===== src/rtl/gpio_input_capture_pkg.sv =====
// Shared definitions for the GPIO input-capture block: register byte offsets
// and the INIT/RUN sequencing state type.
package gpio_input_capture_pkg;

  localparam logic [7:0] ADDR_LEVEL    = 8'h00;
  localparam logic [7:0] ADDR_RISE_EN  = 8'h04;
  localparam logic [7:0] ADDR_FALL_EN  = 8'h08;
  localparam logic [7:0] ADDR_STATUS   = 8'h0C;
  localparam logic [7:0] ADDR_IRQ_EN   = 8'h10;
  localparam logic [7:0] ADDR_DEBOUNCE = 8'h14;

  typedef enum logic {
    ST_INIT = 1'b0,
    ST_RUN  = 1'b1
  } cap_state_e;

endpackage


===== src/rtl/gpio_in_debounce.sv =====
// One input pin: synchroniser chain, debounce counter, debounced level and
// its one-cycle-delayed copy used for edge detection.
module gpio_in_debounce #(
  parameter int SYNC_STAGES = 2,
  parameter int DBC_W       = 16
) (
  input  logic             clk,
  input  logic             rst,
  input  logic             run,
  input  logic [DBC_W-1:0] dbc_n,
  input  logic             pin,
  output logic             stable,
  output logic             rise,
  output logic             fall
);

  logic [SYNC_STAGES-1:0] sync_q;
  logic [DBC_W-1:0]       cnt_q;
  logic                   stable_q;
  logic                   stable_d_q;
  logic                   s;

  assign s = sync_q[SYNC_STAGES-1];

  // Synchronise the pin, then accept a new level only after it has differed
  // from the current one for dbc_n+1 consecutive cycles. While not running,
  // the level tracks the synchroniser so no edge is seen at start-up.
  always_ff @(posedge clk) begin
    if (rst) begin
      sync_q     <= '0;
      cnt_q      <= '0;
      stable_q   <= 1'b0;
      stable_d_q <= 1'b0;
    end else begin
      sync_q <= {sync_q[SYNC_STAGES-2:0], pin};
      if (!run) begin
        stable_q   <= s;
        stable_d_q <= s;
        cnt_q      <= '0;
      end else begin
        stable_d_q <= stable_q;
        if (s != stable_q) begin
          // >= rather than == so a DEBOUNCE lowered mid-count still resolves
          if (cnt_q >= dbc_n) begin
            stable_q <= s;
            cnt_q    <= '0;
          end else if (cnt_q != '1) begin
            cnt_q <= cnt_q + DBC_W'(1);
          end
        end else begin
          cnt_q <= '0;
        end
      end
    end
  end

  assign stable = stable_q;
  assign rise   = stable_q & ~stable_d_q;
  assign fall   = ~stable_q & stable_d_q;

endmodule


===== src/rtl/gpio_input_capture.sv =====
// GPIO input capture: per-pin debounce, edge capture into a W1C status
// register, masked level interrupt, and a small memory-mapped register file.
//
// state   | meaning
// --------+-------------------------------------------------------------
// ST_INIT | first SYNC_STAGES+1 cycles after reset; levels track the
//         | synchronisers directly and edge capture is masked
// ST_RUN  | normal debounce and edge capture until the next reset
module gpio_input_capture
  import gpio_input_capture_pkg::*;
#(
  parameter int               NUM_PINS    = 8,
  parameter int               SYNC_STAGES = 2,
  parameter int               DBC_W       = 16,
  parameter logic [DBC_W-1:0] DBC_RESET   = '0
) (
  input  logic                clk,
  input  logic                rst,
  input  logic [7:0]          address,
  input  logic [31:0]         write_data,
  output logic [31:0]         read_data,
  input  logic                we,
  input  logic                re,
  input  logic [NUM_PINS-1:0] gpio_in,
  output logic                irq
);

  localparam logic [7:0] INIT_LAST = 8'(SYNC_STAGES);

  cap_state_e          state_q;
  logic [7:0]          init_cnt_q;
  logic                run_q;

  logic [NUM_PINS-1:0] rise_en_q;
  logic [NUM_PINS-1:0] fall_en_q;
  logic [NUM_PINS-1:0] irq_en_q;
  logic [NUM_PINS-1:0] status_q;
  logic [NUM_PINS-1:0] status_d;
  logic [NUM_PINS-1:0] w1c;
  logic [DBC_W-1:0]    debounce_q;
  logic                irq_q;

  logic [NUM_PINS-1:0] stable;
  logic [NUM_PINS-1:0] rise;
  logic [NUM_PINS-1:0] fall;

  // Reads have no side effects, so re and the unused write bits go nowhere.
  logic unused_bus;
  assign unused_bus = ^{re, write_data};

  for (genvar i = 0; i < NUM_PINS; i++) begin : g_pin
    gpio_in_debounce #(
      .SYNC_STAGES (SYNC_STAGES),
      .DBC_W       (DBC_W)
    ) u_dbc (
      .clk    (clk),
      .rst    (rst),
      .run    (run_q),
      .dbc_n  (debounce_q),
      .pin    (gpio_in[i]),
      .stable (stable[i]),
      .rise   (rise[i]),
      .fall   (fall[i])
    );
  end

  // INIT holds for SYNC_STAGES+1 cycles so the synchronisers fill before capture.
  always_ff @(posedge clk) begin
    if (rst) begin
      state_q    <= ST_INIT;
      init_cnt_q <= '0;
      run_q      <= 1'b0;
    end else begin
      case (state_q)
        ST_INIT: begin
          if (init_cnt_q == INIT_LAST) begin
            state_q <= ST_RUN;
            run_q   <= 1'b1;
          end else begin
            init_cnt_q <= init_cnt_q + 8'd1;
          end
        end
        default: begin
          state_q <= ST_RUN;
          run_q   <= 1'b1;
        end
      endcase
    end
  end

  // W1C clear first, then OR in new edges so a simultaneous set wins.
  always_comb begin
    w1c = '0;
    if (we && (address == ADDR_STATUS)) w1c = write_data[NUM_PINS-1:0];
    status_d = status_q & ~w1c;
    if (run_q) status_d = status_d | (rise & rise_en_q) | (fall & fall_en_q);
  end

  // Bus-writable configuration registers; writes are honoured in any state.
  always_ff @(posedge clk) begin
    if (rst) begin
      rise_en_q  <= '0;
      fall_en_q  <= '0;
      irq_en_q   <= '0;
      debounce_q <= DBC_RESET;
    end else if (we) begin
      case (address)
        ADDR_RISE_EN:  rise_en_q  <= write_data[NUM_PINS-1:0];
        ADDR_FALL_EN:  fall_en_q  <= write_data[NUM_PINS-1:0];
        ADDR_IRQ_EN:   irq_en_q   <= write_data[NUM_PINS-1:0];
        ADDR_DEBOUNCE: debounce_q <= write_data[DBC_W-1:0];
        default: ;
      endcase
    end
  end

  // Status capture and the interrupt flop one cycle behind it.
  always_ff @(posedge clk) begin
    if (rst) begin
      status_q <= '0;
      irq_q    <= 1'b0;
    end else begin
      status_q <= status_d;
      irq_q    <= |(status_q & irq_en_q);
    end
  end

  assign irq = irq_q;

  // Read mux; unmapped addresses and unused upper bits return zero.
  always_comb begin
    read_data = '0;
    case (address)
      ADDR_LEVEL:    read_data[NUM_PINS-1:0] = stable;
      ADDR_RISE_EN:  read_data[NUM_PINS-1:0] = rise_en_q;
      ADDR_FALL_EN:  read_data[NUM_PINS-1:0] = fall_en_q;
      ADDR_STATUS:   read_data[NUM_PINS-1:0] = status_q;
      ADDR_IRQ_EN:   read_data[NUM_PINS-1:0] = irq_en_q;
      ADDR_DEBOUNCE: read_data[DBC_W-1:0]    = debounce_q;
      default: ;
    endcase
  end

endmodule


===== config.mk =====
export PLATFORM = sky130hd
export DESIGN_NAME = gpio_input_capture
export DESIGN_NICKNAME = d
export VERILOG_FILES = /design/src/rtl/gpio_input_capture_pkg.sv /design/src/rtl/gpio_in_debounce.sv /design/src/rtl/gpio_input_capture.sv
export SDC_FILE = /design/constraint.sdc
export NUM_CORES = 1
export LEC_CHECK = 0
export BUFFER_PORTS_ARGS = -buffer_cell sky130_fd_sc_hd__buf_2
export CAP_MARGIN = 10
export CORE_MARGIN = 2
export CORE_UTILIZATION = 44
export DETAILED_ROUTE_END_ITERATION = 7
export GPL_ROUTABILITY_DRIVEN = 0
export SYNTH_ARGS = -nofsm -noshare
export SYNTH_HDL_FRONTEND = slang
export SYNTH_SLANG_ARGS = --single-unit

===== constraint.sdc =====
create_clock -name clk -period 2 [get_ports clk]
set_input_delay 0.3 -clock clk [delete_from_list [all_inputs] [get_ports clk]]
set_output_delay 0.3 -clock clk [all_outputs]
set_load 0.03 [all_outputs]

# After elaboration in Yosys (flattened, before gate mapping)
# Index checks and enable logic that the tools add are counted.
[totals]
output_inout_bits = 33
latchBits = 0
mem_bits_ro = 0
ram_bits = 0
n_memories = 0
ff_bits = 219
elab_cells = 211
in_bits = 52
[op_classes]
mul = 0
magnitude_cmp = 8
add_sub_neg = 9
n_bitwise = 50
div = 0
eq_ne = 38
reduce_logical = 25
shifts = 0
n_mux = 40
[ops]
columns = ["cell", "count"]
rows = [
  ["$add A16 B1 Y16 const B", 8],
  ["$ge A16 B16 Y1", 8],
  ["$ne A16 B16 Y1 const B", 8],
  ["$pmux W8 S6", 1],
  ["$mux W1", 36],
  ["$and A8 B8 Y8", 4],
  ["$ne A2 B1 Y1 const B", 16],
  ["$reduce_or A4 Y1", 8],
  ["$not A1 Y1", 27],
  ["$reduce_and A2 Y1", 13],
  ["$mux W8", 3],
  ["$and A1 B1 Y1", 16],
  ["$eq A8 B4 Y1 const B", 2],
  ["$eq A8 B5 Y1 const B", 2],
  ["$or A8 B8 Y8", 2],
  ["$add A8 B1 Y8 const B", 1],
  ["$eq A8 B2 Y1 const B", 1],
  ["$eq A8 B3 Y1 const B", 1],
  ["$logic_not A8 Y1", 1],
  ["$ne A1 B1 Y1", 8],
  ["$not A8 Y8", 1],
  ["$reduce_or A8 Y1", 1],
  ["$reduce_bool A2 Y1", 1],
  ["$logic_and A1 B1 Y1", 1],
]

# Depth between registers and ports, before layout
# Gate-level depths: netlist of the first run.
[logic_depth]
word_depth = 8
ltp_mapped = 8
mapped_depth_nobuf = 7

# Modules after synthesis
# A second synthesis of the first run with hierarchy kept.
[unflattened]
cells_unflattened = 1658
area_unflattened_um2 = 13975.9
[by_module_without_submodules]
columns = ["module", "cells_each", "area_each_um2", "seq_area_each_um2", "n_inst"]
rows = [
  ["gpio_in_debounce", 163, 1341.3, 400.4, 8],
  ["gpio_input_capture", 354, 3245.6, 1181.1, 1],
]

# Worst setup path after synthesis of the first run
# No wires, ideal clock.
[synth_timing]
path_kind = "register to register"
startpoint = "reg debounce_q[11]"
endpoint = "reg g_pin[2].u_dbc.cnt_q[13]"
synth_period_minus_slack_ps = 2155
required_time_ps = 1930
stages_incl_launch_ff = 9
setup_time_ps = 70
n_path_buf = 1
setup_slack_ps = -155
t_arrival_ps = 2085
path_cell_list = "dfxtp_1 > inv_1 > ha_1 > a21oi_1 > o21ai_0 > a2111oi_0 > o311ai_1 > buf_2 > a21oi_1"
[synth_via]
elab_chain_len = 2
[synth_rtl]
columns = ["item", "line_no", "source"]
rows = [
  ["from (decl)", "gpio_input_capture.sv:40", "logic [DBC_W-1:0] debounce_q;"],
  ["from (signal assigned)", "gpio_input_capture.sv:111", "ADDR_DEBOUNCE: debounce_q <= write_data[DBC_W-1:0];"],
  ["$ge A16 B16 Y1", "gpio_in_debounce.sv:44", "if (cnt_q >= dbc_n) begin"],
  ["$reduce_or A4 Y1 (no line)", "n/a", ""],
  ["to (signal assigned)", "gpio_in_debounce.sv:48", "cnt_q <= cnt_q + DBC_W'(1);"],
  ["to (decl)", "gpio_in_debounce.sv:18", "logic [DBC_W-1:0] cnt_q;"],
]
# Every way passes these cells.
# A chain may end at the register's enable or synchronous reset.

# Final worst setup path of the first run
[layout_timing]
startpoint = "reg rise_en_q[3]"
endpoint = "out read_data[3]"
[layout_via]
elab_chain_len = 1
[layout_rtl]
columns = ["item", "line_no", "source"]
rows = [
  ["from (decl)", "gpio_input_capture.sv:34", "logic [NUM_PINS-1:0] rise_en_q;"],
  ["from (signal assigned)", "gpio_input_capture.sv:108", "ADDR_RISE_EN: rise_en_q <= write_data[NUM_PINS-1:0];"],
  ["$pmux W8 S6", "gpio_input_capture.sv:133", "case (address)"],
  ["to (decl)", "gpio_input_capture.sv:21", "output logic [31:0] read_data,"],
]
# Every way passes these cells.

==> results of run 1 <==
==> how the worst max path moves through the flow <==
stage | from | slack (ns) | endpoint
floorplan | address[0] | -0.004 | read_data[5]
global placement | debounce_q[6] | -0.29 | g_pin[1].u_dbc.cnt_q[4]
detailed placement | debounce_q[11] | -0.30 | g_pin[1].u_dbc.cnt_q[1]
CTS | g_pin[0].u_dbc.stable | -0.23 | read_data[0]
global route | debounce_q[15] | -0.28 | g_pin[5].u_dbc.cnt_q[14]
finish | rise_en_q[3] | -0.20 | read_data[3]
==> synth_stat cells (25+ instances only) <==
cell,number,area (sq um)
sky130_fd_sc_hd__a21oi_1,110,551
sky130_fd_sc_hd__clkbuf_1,26,97.6
sky130_fd_sc_hd__dfxtp_1,219,4380
sky130_fd_sc_hd__ha_1,138,1730
sky130_fd_sc_hd__inv_1,64,240
sky130_fd_sc_hd__mux2i_1,44,440
sky130_fd_sc_hd__nand2_1,159,597
sky130_fd_sc_hd__nand3_1,51,255
sky130_fd_sc_hd__nand4_1,50,313
sky130_fd_sc_hd__nor2_1,173,649
sky130_fd_sc_hd__nor2b_1,25,156
sky130_fd_sc_hd__nor3_1,43,215
sky130_fd_sc_hd__o21ai_0,54,270
sky130_fd_sc_hd__xnor2_1,51,447
sky130_fd_sc_hd__xor2_1,29,254
==> through the flow <==
| stage | setup slack, ns | std cells | total power [mW] | instance area, sq um | TNS [ns] |
|---|---|---|---|---|---|
| 2_1_floorplan | -0.00408 | 1524 | 5.03 | 13000 | -0.00408 |
| 3_3_place_gp | -0.292 | 2105 | 5.24 | 15200 | -17.05 |
| 3_5_place_dp | -0.302 | 2105 | 5.26 | 15200 | -23.35 |
| 4_1_cts | -0.226 | 2210 | 10.4 | 18200 | -6.93 |
| 5_1_grt | -0.279 | 2221 | 10.7 | 19200 | -22.50 |
| 6_report | -0.204 | 2221 | 10.4 | 19200 | -9.82 |
==> routing by layer <==
metal | share of wire | wire length [um] | GRT usage
met5 | 0 | 0 | 0
met4 | 0.030 | 1160 | 0.0728
met3 | 0.040 | 1540 | 0.0335
met2 | 0.47 | 17900 | 0.399
met1 | 0.46 | 17700 | 0.329
==> report_power, final <==
group	switching (mW)	internal, mW
Combinational	0.486	0.430
Clock	2.00	2.98
Sequential	0.0580	4.42
==> critical path: cells and delay by family (launching register included) <==
family                 cells  cell delay [ns]
muxes                      1             0.47
buffers and inverters      2             0.27
AOI/OAI and AO/OA          1             0.29
DFF                        1             0.33
==> cell families after synthesis <==
| kind of cell | after synthesis | share of synthesized area |
|---|---|---|
| simple gates | 621 | 0.241 |
| compound gates | 276 | 0.133 |
| flops | 219 | 0.343 |
| fa+ha+maj | 138 | 0.135 |
| buf+inv | 121 | 0.0424 |
| xor+xnor | 80 | 0.0548 |
| mux | 53 | 0.0495 |
| other cells | 1 | 0.000293 |
==> flip-flops by register name, summed over array words and instances, names as in the netlist <==
name                    count
g_pin.u_dbc.stable          8
g_pin.u_dbc.sync_q         16
debounce_q                 16
g_pin.u_dbc.cnt_q         128
init_cnt_q                  8
state_q                     1
status_q                    8
rise_en_q                   8
run_q                       1
g_pin.u_dbc.stable_d_q      8
fall_en_q                   8
irq_en_q                    8
irq                         1
==> cell type report <==
class	count	share of cell area
clock buffer	37	0.0408
multi-input combinational	1184	0.528
clock inverter	11	0.00660
timing repair buffer	322	0.153
tap	384	0.0251
sequential	219	0.232
inverter	64	0.0144
==> repair_timing <==
action	4_1_cts	5_1_grt
endpoints found under the hold margin	14	0
gates cloned	8	0
hold buffers	14	0
setup buffers	43	21
pin swaps	133	118
setup endpoints to repair	152	152
gates resized for setup	326	207
==> reports/summary.log, run 1 <==
[setup_path] slack of the worst reg-to-reg path -0.18 ns
[sta] measured slew at the worst slew-check pin 0.583 ns
[routing] Final Routed Wirelength 38.3 mm
[worst_hold_path] Worst Hold End debounce_q[12]
[floorplan] die width 174 um
[outcome] outcome complete, but fails checks
[yosys] post-synthesis instance area 12800 sq um
[final_layout] share of cells above drive strength 1 0.396
[clock_tree] clock buffer count from CTS 26
[yosys] number of enable-type register cells in the synthesized netlist 0
[setup_path] series of cell instances along the critical path mux4_2 -> a222oi_1 -> inv_1 -> buf_6
[floorplan] Die ar. 30400 sq um
[final_layout] most frequent cells in the layout 189 x sky130_fd_sc_hd__buf_4, 178 x sky130_fd_sc_hd__dfxtp_1, 143 x sky130_fd_sc_hd__nand2_1
[clock_tree] clock latency at the later pin of the worst-skew pair 0.55 ns
[power_and_ir_drop] areal power density over the cells 541 nW/um^2
[yosys] sequential cell area fraction in the yosys report 0.343
[sta] RSZ-0062 raised after global routing yes
[routing] total via count after detailed routing 12217
[setup_path] depth of the worst register-to-register path 9
[yosys] total of warnings raised by yosys 0
[placed_design] post-DP HPWL 24.6 mm
[floorplan] effective utilization at floorplan 0.446
[yosys] leading register cell type out of synthesis sky130_fd_sc_hd__dfxtp_1
[yosys] number of instances in the synthesized netlist 1509
[sta] part of the cycle the worst path needs 1.10
[setup_path] worst flop-to-flop path endpoint g_pin[0].u_dbc.cnt_q[10]
[power_and_ir_drop] Worst IR Drop VDD 0.744 mV
[sta] shortest clock period the worst path allows after layout 2.20 ns
[yosys] post-synthesis sequential element count 219
[global_routing] first-pass GRT wire length 60.1 mm
[worst_hold_path] worst hold path class input pin to flip-flop
[final_layout] Final Net Count 2007
[global_routing] overall overflow remaining after global route 0
[sta] setup skew after layout 0.0152 ns
[final_layout] Seq. cell area 4450 sq um
[outcome] violations in the final reports setup timing
[clock_tree] cell chosen for the clock root sky130_fd_sc_hd__clkbuf_16
[setup_path] Critical Path Source Type flip-flop
[setup_path] delay contributed by the slowest stage of the critical path 0.47 ns
[floorplan] die boundary height 174 um
[final_layout] filler cell count 2228
[worst_hold_path] Hold Path Stages 3
[setup_path] Worst Path Max Fanout 3
[clock_tree] Clk pin slew, worst setup/hold paths 0.06 ns
[sta] worst hold margin 0.0232 ns
[setup_path] category of the most critical setup path flip-flop to output port
[floorplan] number of I/O pins 85
[final_layout] most common library cell in the layout ignoring fill and taps sky130_fd_sc_hd__buf_4
[setup_path] CP max stage cell sky130_fd_sc_hd__mux4_2
[clock_tree] CTS H-Tree Depth 1
[setup_path] data arrival time of the worst path 1.90 ns
[floorplan] row cnt 62
[final_layout] synthesis-to-finish area growth 50.0%
[setup_path] Crit path required time 1.70 ns
[worst_hold_path] origin of the worst min-delay path write_data[12]
[job] max-capacitance violation count 0
[sta] count of final hold-check violations 0
[routing] vias per cell 5.50
[setup_path] Critical Path Sink Type output port
[routing] remaining routing DRC violations 0
[yosys] Unique masters post-synth 67
[power_and_ir_drop] Lkg Pwr 7.08 nW
[final_layout] share of the core filled with cells 0.669
[setup_path] source of the worst register-to-register timing path debounce_q[11]
[global_routing] Total Routing Usage GR 0.242
[routing] first-pass detailed-route iteration total 7
[routing] residual antenna-violating net count after detailed routing 0
[final_layout] antenna diode count 0
[final_layout] Multi-input gate area 10100 sq um
[global_routing] vias in the first global route 11708
[sta] top achievable clock speed 454 MHz
[yosys] async set or reset register ratio after synthesis 0
[clock_tree] clock sinks 219
[clock_tree] clock tree from TritonCTS done
[placed_design] quantity of I/O buffers inserted on ports 51
[global_routing] antenna violations before repair 0
[clock_tree] number of buffers between clock root and the deepest sink 3
[floorplan] core region area 28600 sq um
[sta] Max-slew headroom 0.602
[routing] DR iter-0 viols 766
[sta] setup-violating endpoint count in the final report 126
[sta] post-route setup slack -0.204 ns
[routing] Avg WL per Cell 17.2 um
[sta] max-slew violation count 0
[yosys] average size of a mapped cell 8.47 sq um
[global_routing] maximum number of pins on one net before global-route repair 64
Note: power is estimated with default switching activity, not from simulation.
==> inputs of run 2 (changes only) <==
- clock period: 2 -> 1.9 ns (I/O delays scaled with it)
==> run 2 against run 1 <==
  * The flow still finishes with violations (setup timing)
  * Via count up 3.0%
  * Sequential power up 5.1%
  * Sequential share of layout area down 0.41 points
  * Combinational power up 18%
  * Critical path depth unchanged
  * Flip-flop and latch count unchanged
  * Hold slack better by 0.0071 ns
  * Clock skew up 0.0080 ns
  * Die area unchanged
  * Largest cell class unchanged
  * Highest routed layer unchanged
==> reports/summary.log, run 2 (synthesis results as in run 1) <==
[outcome] outcome complete, but fails checks [unchanged]
[outcome] violations in the final reports setup timing [unchanged]
[sta] aggregate negative setup slack -21.83 ns [was -9.82 ns]
[sta] max-slew violation count 0 [unchanged]
[job] max-capacitance violation count 0 [unchanged]
[sta] RSZ-0062 raised after global routing yes [unchanged]
[power_and_ir_drop] areal power density over the cells 580 nW/um^2 [was 541 nW/um^2]
[floorplan] number of I/O pins 85 [unchanged]
[routing] Final Routed Wirelength 40.5 mm [was 38.3 mm]
[final_layout] synthesis-to-finish area growth 53.3% [was 50.0%]
[final_layout] antenna diode count 0 [unchanged]
[power_and_ir_drop] Worst IR Drop VDD 0.785 mV [was 0.744 mV]
[final_layout] Final Net Count 2059 [was 2007]
[sta] shortest clock period the worst path allows after layout 2.26 ns
[routing] DR iter-0 viols 735 [was 766]
[clock_tree] Clk pin slew, worst setup/hold paths 0.06 ns [about the same]
[final_layout] largest register by flop count g_pin.u_dbc.cnt_q [unchanged]
[global_routing] maximum number of pins on one net before global-route repair 42 [was 64]
[sta] setup skew after layout 0.0232 ns [was 0.0152 ns]
[final_layout] Top Registers g_pin.u_dbc.cnt_q: 128 flops, debounce_q: 16 flops, g_pin.u_dbc.sync_q: 16 flops [unchanged]
[sta] Max-slew headroom 0.601 [was 0.602]
[global_routing] antenna violations before repair 0 [unchanged]
[placed_design] quantity of I/O buffers inserted on ports 51 [unchanged]
[clock_tree] clock buffer count from CTS 27 [was 26]
[clock_tree] clock latency at the later pin of the worst-skew pair 0.56 ns [was 0.55 ns]
[sta] measured slew at the worst slew-check pin 0.598 ns [was 0.583 ns]
[floorplan] die boundary height 174 um [unchanged]
[sta] setup-violating endpoint count in the final report 151 [was 126]
[sta] top achievable clock speed 442 MHz
[floorplan] core region area 28600 sq um [unchanged]
[worst_hold_path] worst hold path class input pin to flip-flop [unchanged]
[routing] residual antenna-violating net count after detailed routing 0 [unchanged]
[routing] first-pass detailed-route iteration total 7 [unchanged]
[placed_design] post-DP HPWL 26.0 mm [was 24.6 mm]
[final_layout] most frequent cells in the layout 250 x sky130_fd_sc_hd__buf_4, 174 x sky130_fd_sc_hd__dfxtp_1, 145 x sky130_fd_sc_hd__nand2_1 [was 189 x sky130_fd_sc_hd__buf_4, 178 x sky130_fd_sc_hd__dfxtp_1, 143 x sky130_fd_sc_hd__nand2_1]
[final_layout] most common library cell in the layout ignoring fill and taps sky130_fd_sc_hd__buf_4 [unchanged]
[floorplan] effective utilization at floorplan 0.446 [unchanged]
[clock_tree] cell chosen for the clock root sky130_fd_sc_hd__clkbuf_16 [unchanged]
[sta] worst hold margin 0.0304 ns [was 0.0232 ns]
[global_routing] first-pass GRT wire length 63.0 mm [was 60.1 mm]
[final_layout] share of cells above drive strength 1 0.413 [was 0.396]
[floorplan] die width 174 um [unchanged]
[setup_path] Critical Path Source Type flip-flop [unchanged]
[global_routing] vias in the first global route 12328 [was 11708]
[floorplan] Die ar. 30400 sq um [unchanged]
[global_routing] overall overflow remaining after global route 0 [unchanged]
[global_routing] Total Routing Usage GR 0.254 [was 0.242]
[routing] total via count after detailed routing 12584 [was 12217]
[clock_tree] clock sinks 219 [unchanged]
[clock_tree] clock tree from TritonCTS done [unchanged]
[setup_path] data arrival time of the worst path 1.98 ns [was 1.90 ns]
[final_layout] filler cell count 2142 [was 2228]
[routing] vias per cell 5.54 [was 5.50]
[sta] post-route setup slack -0.364 ns [was -0.204 ns]
[setup_path] Crit path required time 1.62 ns [was 1.70 ns]
[sta] part of the cycle the worst path needs 1.19
[routing] Avg WL per Cell 17.8 um [was 17.2 um]
[setup_path] Critical Path Sink Type output port [unchanged]
[routing] remaining routing DRC violations 0 [unchanged]
[clock_tree] number of buffers between clock root and the deepest sink 3 [unchanged]
[power_and_ir_drop] Lkg Pwr 7.36 nW [was 7.08 nW]
[final_layout] number of flip-flops in the largest register 128 [unchanged]
[setup_path] Worst Path Max Fanout 3 [unchanged]
[clock_tree] CTS H-Tree Depth 1 [unchanged]
[floorplan] row cnt 62 [unchanged]
[setup_path] category of the most critical setup path flip-flop to output port [unchanged]
[sta] count of final hold-check violations 0 [unchanged]
run 2: layer usage:
metal | share of wire | global-route usage | vias up
met2 | 0.48 | 0.432 | 334
met5 | 0 | 0 | -
li1 | - | - | 6156
met1 | 0.43 | 0.325 | 6004
met4 | 0.040 | 0.0966 | 0
met3 | 0.046 | 0.0374 | 90
run 2: repair_timing:
item                       in CTS  in global routing
setup endpoints to repair     152                152
resized for setup             297                182
gates cloned                    7                  0
pin swaps                     156                 98
buffers inserted               38                 37
hold buffers                   16                  0
hold endpoints to repair       16                  0
run 2: layout make-up:
class	instances	area, sq um	area share
tap	384	480	0.0245
sequential	219	4470	0.228
multi-input combinational	1187	10200	0.520
clock buffer	37	783	0.0400
timing repair buffer	370	3150	0.161
inverter	64	348	0.0178
clock inverter	12	179	0.00913
run 2: critical path, cell delays in order (launching register included):
cell and delay, ns:
sky130_fd_sc_hd__dfxtp_2 0.33, sky130_fd_sc_hd__mux4_2 0.46, sky130_fd_sc_hd__a222oi_1 0.37, sky130_fd_sc_hd__inv_1 0.11
sky130_fd_sc_hd__buf_6 0.16
run 2: final timing paths:
check                           cells after the start                     start  slack (ns)                       end
worst max-delay path                                4              fall_en_q[0]       -0.36              read_data[0]
worst min-delay path                                2                gpio_in[6]        0.03  g_pin[6].u_dbc.sync_q[0]
worst max register to register                      9            debounce_q[15]       -0.26  g_pin[3].u_dbc.cnt_q[14]
worst min register to register                      1  g_pin[6].u_dbc.sync_q[0]        0.44  g_pin[6].u_dbc.sync_q[1]
run 2: stage by stage:
step	power [mW]	utilization	setup WS [ns]	instances	area [sq um]
after floorplan	5.36	-	-0.0741	1524	13400
after global placement	5.60	0.548	-0.257	2137	15700
after detailed placement	5.61	0.548	-0.305	2137	15700
after CTS	11.3	0.646	-0.341	2243	18500
after global routing	11.7	0.684	-0.426	2273	19600
final	11.4	0.684	-0.364	2273	19600
run 2: report_power, final:
| group | internal, mW | leakage (nW) | switching [mW] | total, mW |
|---|---|---|---|---|
| combinational | 0.524 | 5.08 | 0.555 | 1.08 |
| clock | 3.43 | 0.481 | 2.14 | 5.57 |
| sequential | 4.65 | 1.80 | 0.0650 | 4.71 |
==> inputs of run 3 (changes only) <==
==> constraint.sdc (replaced) <==
create_clock -name clk -period 1.9 [get_ports clk]
set_input_delay 0.285 -clock clk [delete_from_list [all_inputs] [get_ports clk]]
set_output_delay 0.285 -clock clk [all_outputs]
set_load 0.01 [all_outputs]
==> run 3 against run 2 <==
  * The flow still finishes with violations (setup timing)
  * Critical path depth unchanged
  * Global-route usage decreased by 0.17 points
  * Final area decreased by 1.6%
  * Register-to-register slack improved by 0.03 ns
  * Die area unchanged
  * Count of clock-buffer cells in the layout increased by 2
  * First-iteration DRC count decreased by 1.9%
  * Routed wire length decreased by 1.7%
  * Critical endpoint is now read_data[3]
==> reports/summary.log, run 3 (synthesis results as in run 1) <==
[power_and_ir_drop] sequential fraction of design power 0.431 [was 0.415]
[sta] measured slew at the worst slew-check pin 0.518 ns [was 0.598 ns]
[routing] uppermost layer routed met4 [unchanged]
[global_routing] vias in the first global route 12080 [was 12328]
[clock_tree] clock latency at the later pin of the worst-skew pair 0.54 ns [was 0.56 ns]
[setup_path] cell count along the critical path 4 [unchanged]
[setup_path] Critical Path Sink Type output port [unchanged]
[floorplan] number of I/O pins 85 [unchanged]
[sta] part of the cycle the worst path needs 1.12 [was 1.19]
[sta] Max-slew headroom 0.646 [was 0.601]
[global_routing] first-pass GRT wire length 62.3 mm [was 63.0 mm]
[setup_path] category of the most critical setup path flip-flop to output port [unchanged]
[setup_path] delay contributed by the slowest stage of the critical path 0.49 ns [was 0.46 ns]
[routing] detailed-routed wire length on met2 19.2 mm [was 19.5 mm]
[power_and_ir_drop] power consumption 10.9 mW [was 11.4 mW]
[global_routing] Total Routing Usage GR 0.252 [was 0.254]
[sta] post-route setup slack -0.232 ns [was -0.364 ns]
[clock_tree] clock sinks 219 [unchanged]
[setup_path] Critical Path Source Type flip-flop [unchanged]
[final_layout] final cell area excluding filler cells 19300 sq um [was 19600 sq um]
[global_routing] maximum number of pins on one net before global-route repair 42 [unchanged]
[sta] shortest clock period the worst path allows after layout 2.13 ns [was 2.26 ns]
[clock_tree] clock buffer count from CTS 26 [was 27]
[final_layout] most frequent cells in the layout 246 x sky130_fd_sc_hd__buf_4, 180 x sky130_fd_sc_hd__dfxtp_1, 152 x sky130_fd_sc_hd__nand2_1 [was 250 x sky130_fd_sc_hd__buf_4, 174 x sky130_fd_sc_hd__dfxtp_1, 145 x sky130_fd_sc_hd__nand2_1]
[power_and_ir_drop] Worst IR Drop VDD 0.668 mV [was 0.785 mV]
[power_and_ir_drop] Clock Power Share 0.475 [was 0.490]
[worst_hold_path] worst hold path class input pin to flip-flop [unchanged]
[power_and_ir_drop] areal power density over the cells 568 nW/um^2 [was 580 nW/um^2]
[routing] total via count after detailed routing 12536 [was 12584]
[floorplan] core region area 28600 sq um [unchanged]
[power_and_ir_drop] internal cell power 8.34 mW [was 8.60 mW]
[routing] remaining routing DRC violations 0 [unchanged]
[outcome] outcome complete, but fails checks [unchanged]
[clock_tree] number of buffers between clock root and the deepest sink 3 [unchanged]
[sta] top achievable clock speed 469 MHz [was 442 MHz]
[final_layout] antenna diode count 0 [unchanged]
[power_and_ir_drop] Switch Pwr 2.60 mW [was 2.76 mW]
[power_and_ir_drop] Lkg Pwr 7.35 nW [was 7.36 nW]
[sta] max-slew violation count 0 [unchanged]
[placed_design] Cell Area, Placed 15800 sq um [was 15700 sq um]
[global_routing] antenna violations before repair 0 [unchanged]
[placed_design] post-DP HPWL 25.8 mm [was 26.0 mm]
[final_layout] share of cells above drive strength 1 0.396 [was 0.413]
[sta] count of final hold-check violations 0 [unchanged]
[routing] residual antenna-violating net count after detailed routing 0 [unchanged]
[placed_design] quantity of I/O buffers inserted on ports 51 [unchanged]
[setup_path] depth of the worst register-to-register path 10 [was 9]
[clock_tree] CTS H-Tree Depth 1 [unchanged]
[setup_path] Worst Path Max Fanout 2 [was 3]
[sta] worst hold margin 0.0424 ns [was 0.0304 ns]
[floorplan] die boundary height 174 um [unchanged]
[routing] DR iter-0 viols 721 [was 735]
[setup_path] family of cells with the greatest summed delay on the critical path multiplexers [unchanged]
[outcome] violations in the final reports setup timing [unchanged]
[floorplan] row cnt 62 [unchanged]
[final_layout] largest register by flop count g_pin.u_dbc.cnt_q [unchanged]
[clock_tree] Clk pin slew, worst setup/hold paths 0.06 ns [about the same]
[routing] met1 WL 17.5 mm [about the same]
[placed_design] worst-case setup slack after placement -0.311 ns [was -0.305 ns]
[routing] vias per cell 5.51 [was 5.54]
[setup_path] data arrival time of the worst path 1.85 ns [was 1.98 ns]
[final_layout] number of flip-flops in the largest register 128 [unchanged]
[sta] RSZ-0062 raised after global routing yes [unchanged]
[floorplan] Die ar. 30400 sq um [unchanged]
[sta] setup skew after layout 0.0139 ns [was 0.0232 ns]
[final_layout] synthesis-to-finish area growth 50.8% [was 53.3%]
[floorplan] die width 174 um [unchanged]
[worst_hold_path] Hold Path Stages 3 [was 2]
[sta] aggregate negative setup slack -21.07 ns [was -21.83 ns]
[job] max-capacitance violation count 0 [unchanged]
[routing] Final Routed Wirelength 39.9 mm [was 40.5 mm]
[global_routing] overall overflow remaining after global route 0 [unchanged]
[setup_path] CP max stage cell sky130_fd_sc_hd__mux4_2 [unchanged]
[routing] Met3 Wirelength 1.90 mm [was 1.87 mm]
[final_layout] Final Net Count 2064 [was 2059]
[routing] Avg WL per Cell 17.5 um [was 17.8 um]
[clock_tree] cell chosen for the clock root sky130_fd_sc_hd__clkbuf_16 [unchanged]
[power_and_ir_drop] Switching Share 0.238 [was 0.243]
[sta] setup-violating endpoint count in the final report 151 [unchanged]
[setup_path] crit path buf inv count 2 [unchanged]
[clock_tree] clock tree from TritonCTS done [unchanged]
[setup_path] series of cell instances along the critical path mux4_2 -> a222oi_1 -> inv_1 -> buf_2 [was mux4_2 -> a222oi_1 -> inv_1 -> buf_6]
[floorplan] effective utilization at floorplan 0.446 [unchanged]
[final_layout] Top Registers g_pin.u_dbc.cnt_q: 128 flops, debounce_q: 16 flops, g_pin.u_dbc.sync_q: 16 flops [unchanged]
[power_and_ir_drop] share of total power in combinational logic 0.094 [was 0.095]
[final_layout] most common library cell in the layout ignoring fill and taps sky130_fd_sc_hd__buf_4 [unchanged]
[routing] first-pass detailed-route iteration total 5 [was 7]
[setup_path] Crit path required time 1.62 ns [about the same]
run 3: changes by cell type in the layout (fill, tap and decap cells not counted), moves of 5 or more:
| cell | change |
|---|---|
| sky130_fd_sc_hd__buf_2 | +10 |
| sky130_fd_sc_hd__dfxtp_1 | +6 |
| sky130_fd_sc_hd__inv_2 | -5 |
| sky130_fd_sc_hd__nand2_1 | +7 |
| sky130_fd_sc_hd__a21oi_2 | +6 |
| sky130_fd_sc_hd__dfxtp_2 | -8 |
| sky130_fd_sc_hd__ha_4 | -14 |
| sky130_fd_sc_hd__ha_1 | +15 |
run 3: metal layers:
metal	GRT usage	up-vias
met5	0	-
met4	0.0924	0
met3	0.0313	79
met2	0.423	329
met1	0.333	5993
li1	-	6135
run 3: per-stage QoR:
step	util	std cells
finish	0.673	2277
global route	0.673	2277
CTS	0.645	2259
detailed placement	0.552	2154
global placement	0.552	2154
floorplan	-	1524
run 3: area by class of cell:
cell class                      instances  area [sq um]
Clock buffer                           39           801
Inverter                               64           347
Sequential cell                       219          4470
Clock inverter                          8          90.1
Tap cell                              384           480
Timing Repair Buffer                  378          3220
Multi-Input combinational cell       1185          9870
Fill cell                            2207          9350
run 3: what timing repair did:
item	CTS	global route
hold buffers	16	0
buffers inserted	37	25
gates cloned	7	1
endpoints found under the setup margin	152	152
hold endpoints to repair	16	0
pin swaps	152	58
resized for setup	280	159
run 3: final timing paths:
check / from / end / slack [ns]
setup / recovery: g_pin[3].u_dbc.stable / read_data[3] / -0.23
hold / removal: write_data[4] / debounce_q[4] / 0.04
setup reg to reg: debounce_q[9] / g_pin[3].u_dbc.cnt_q[8] / -0.23
hold reg to reg: g_pin[6].u_dbc.sync_q[0] / g_pin[6].u_dbc.sync_q[1] / 0.43
run 3: worst register-to-register path, cell delays in order, from the launching register on:
cell	delay, ns
sky130_fd_sc_hd__dfxtp_4	0.38
sky130_fd_sc_hd__clkinv_8	0.10
sky130_fd_sc_hd__buf_6	0.15
sky130_fd_sc_hd__ha_4	0.23
sky130_fd_sc_hd__a21oi_4	0.13
sky130_fd_sc_hd__o21ai_2	0.08
sky130_fd_sc_hd__a2111oi_4	0.30
sky130_fd_sc_hd__buf_4	0.22
sky130_fd_sc_hd__o311ai_4	0.14
sky130_fd_sc_hd__buf_4	0.20
sky130_fd_sc_hd__a211oi_2	0.13
run 3: power by group through the flow:
stage / combinational, mW / clock [mW] / sequential (mW)
floorplan: 0.498 / 0 / 4.81
global placement: 0.776 / 0 / 4.83
detailed placement: 0.784 / 0 / 4.83
CTS: 0.935 / 5.27 / 4.71
global route: 1.10 / 5.46 / 4.72
finish: 1.03 / 5.20 / 4.71
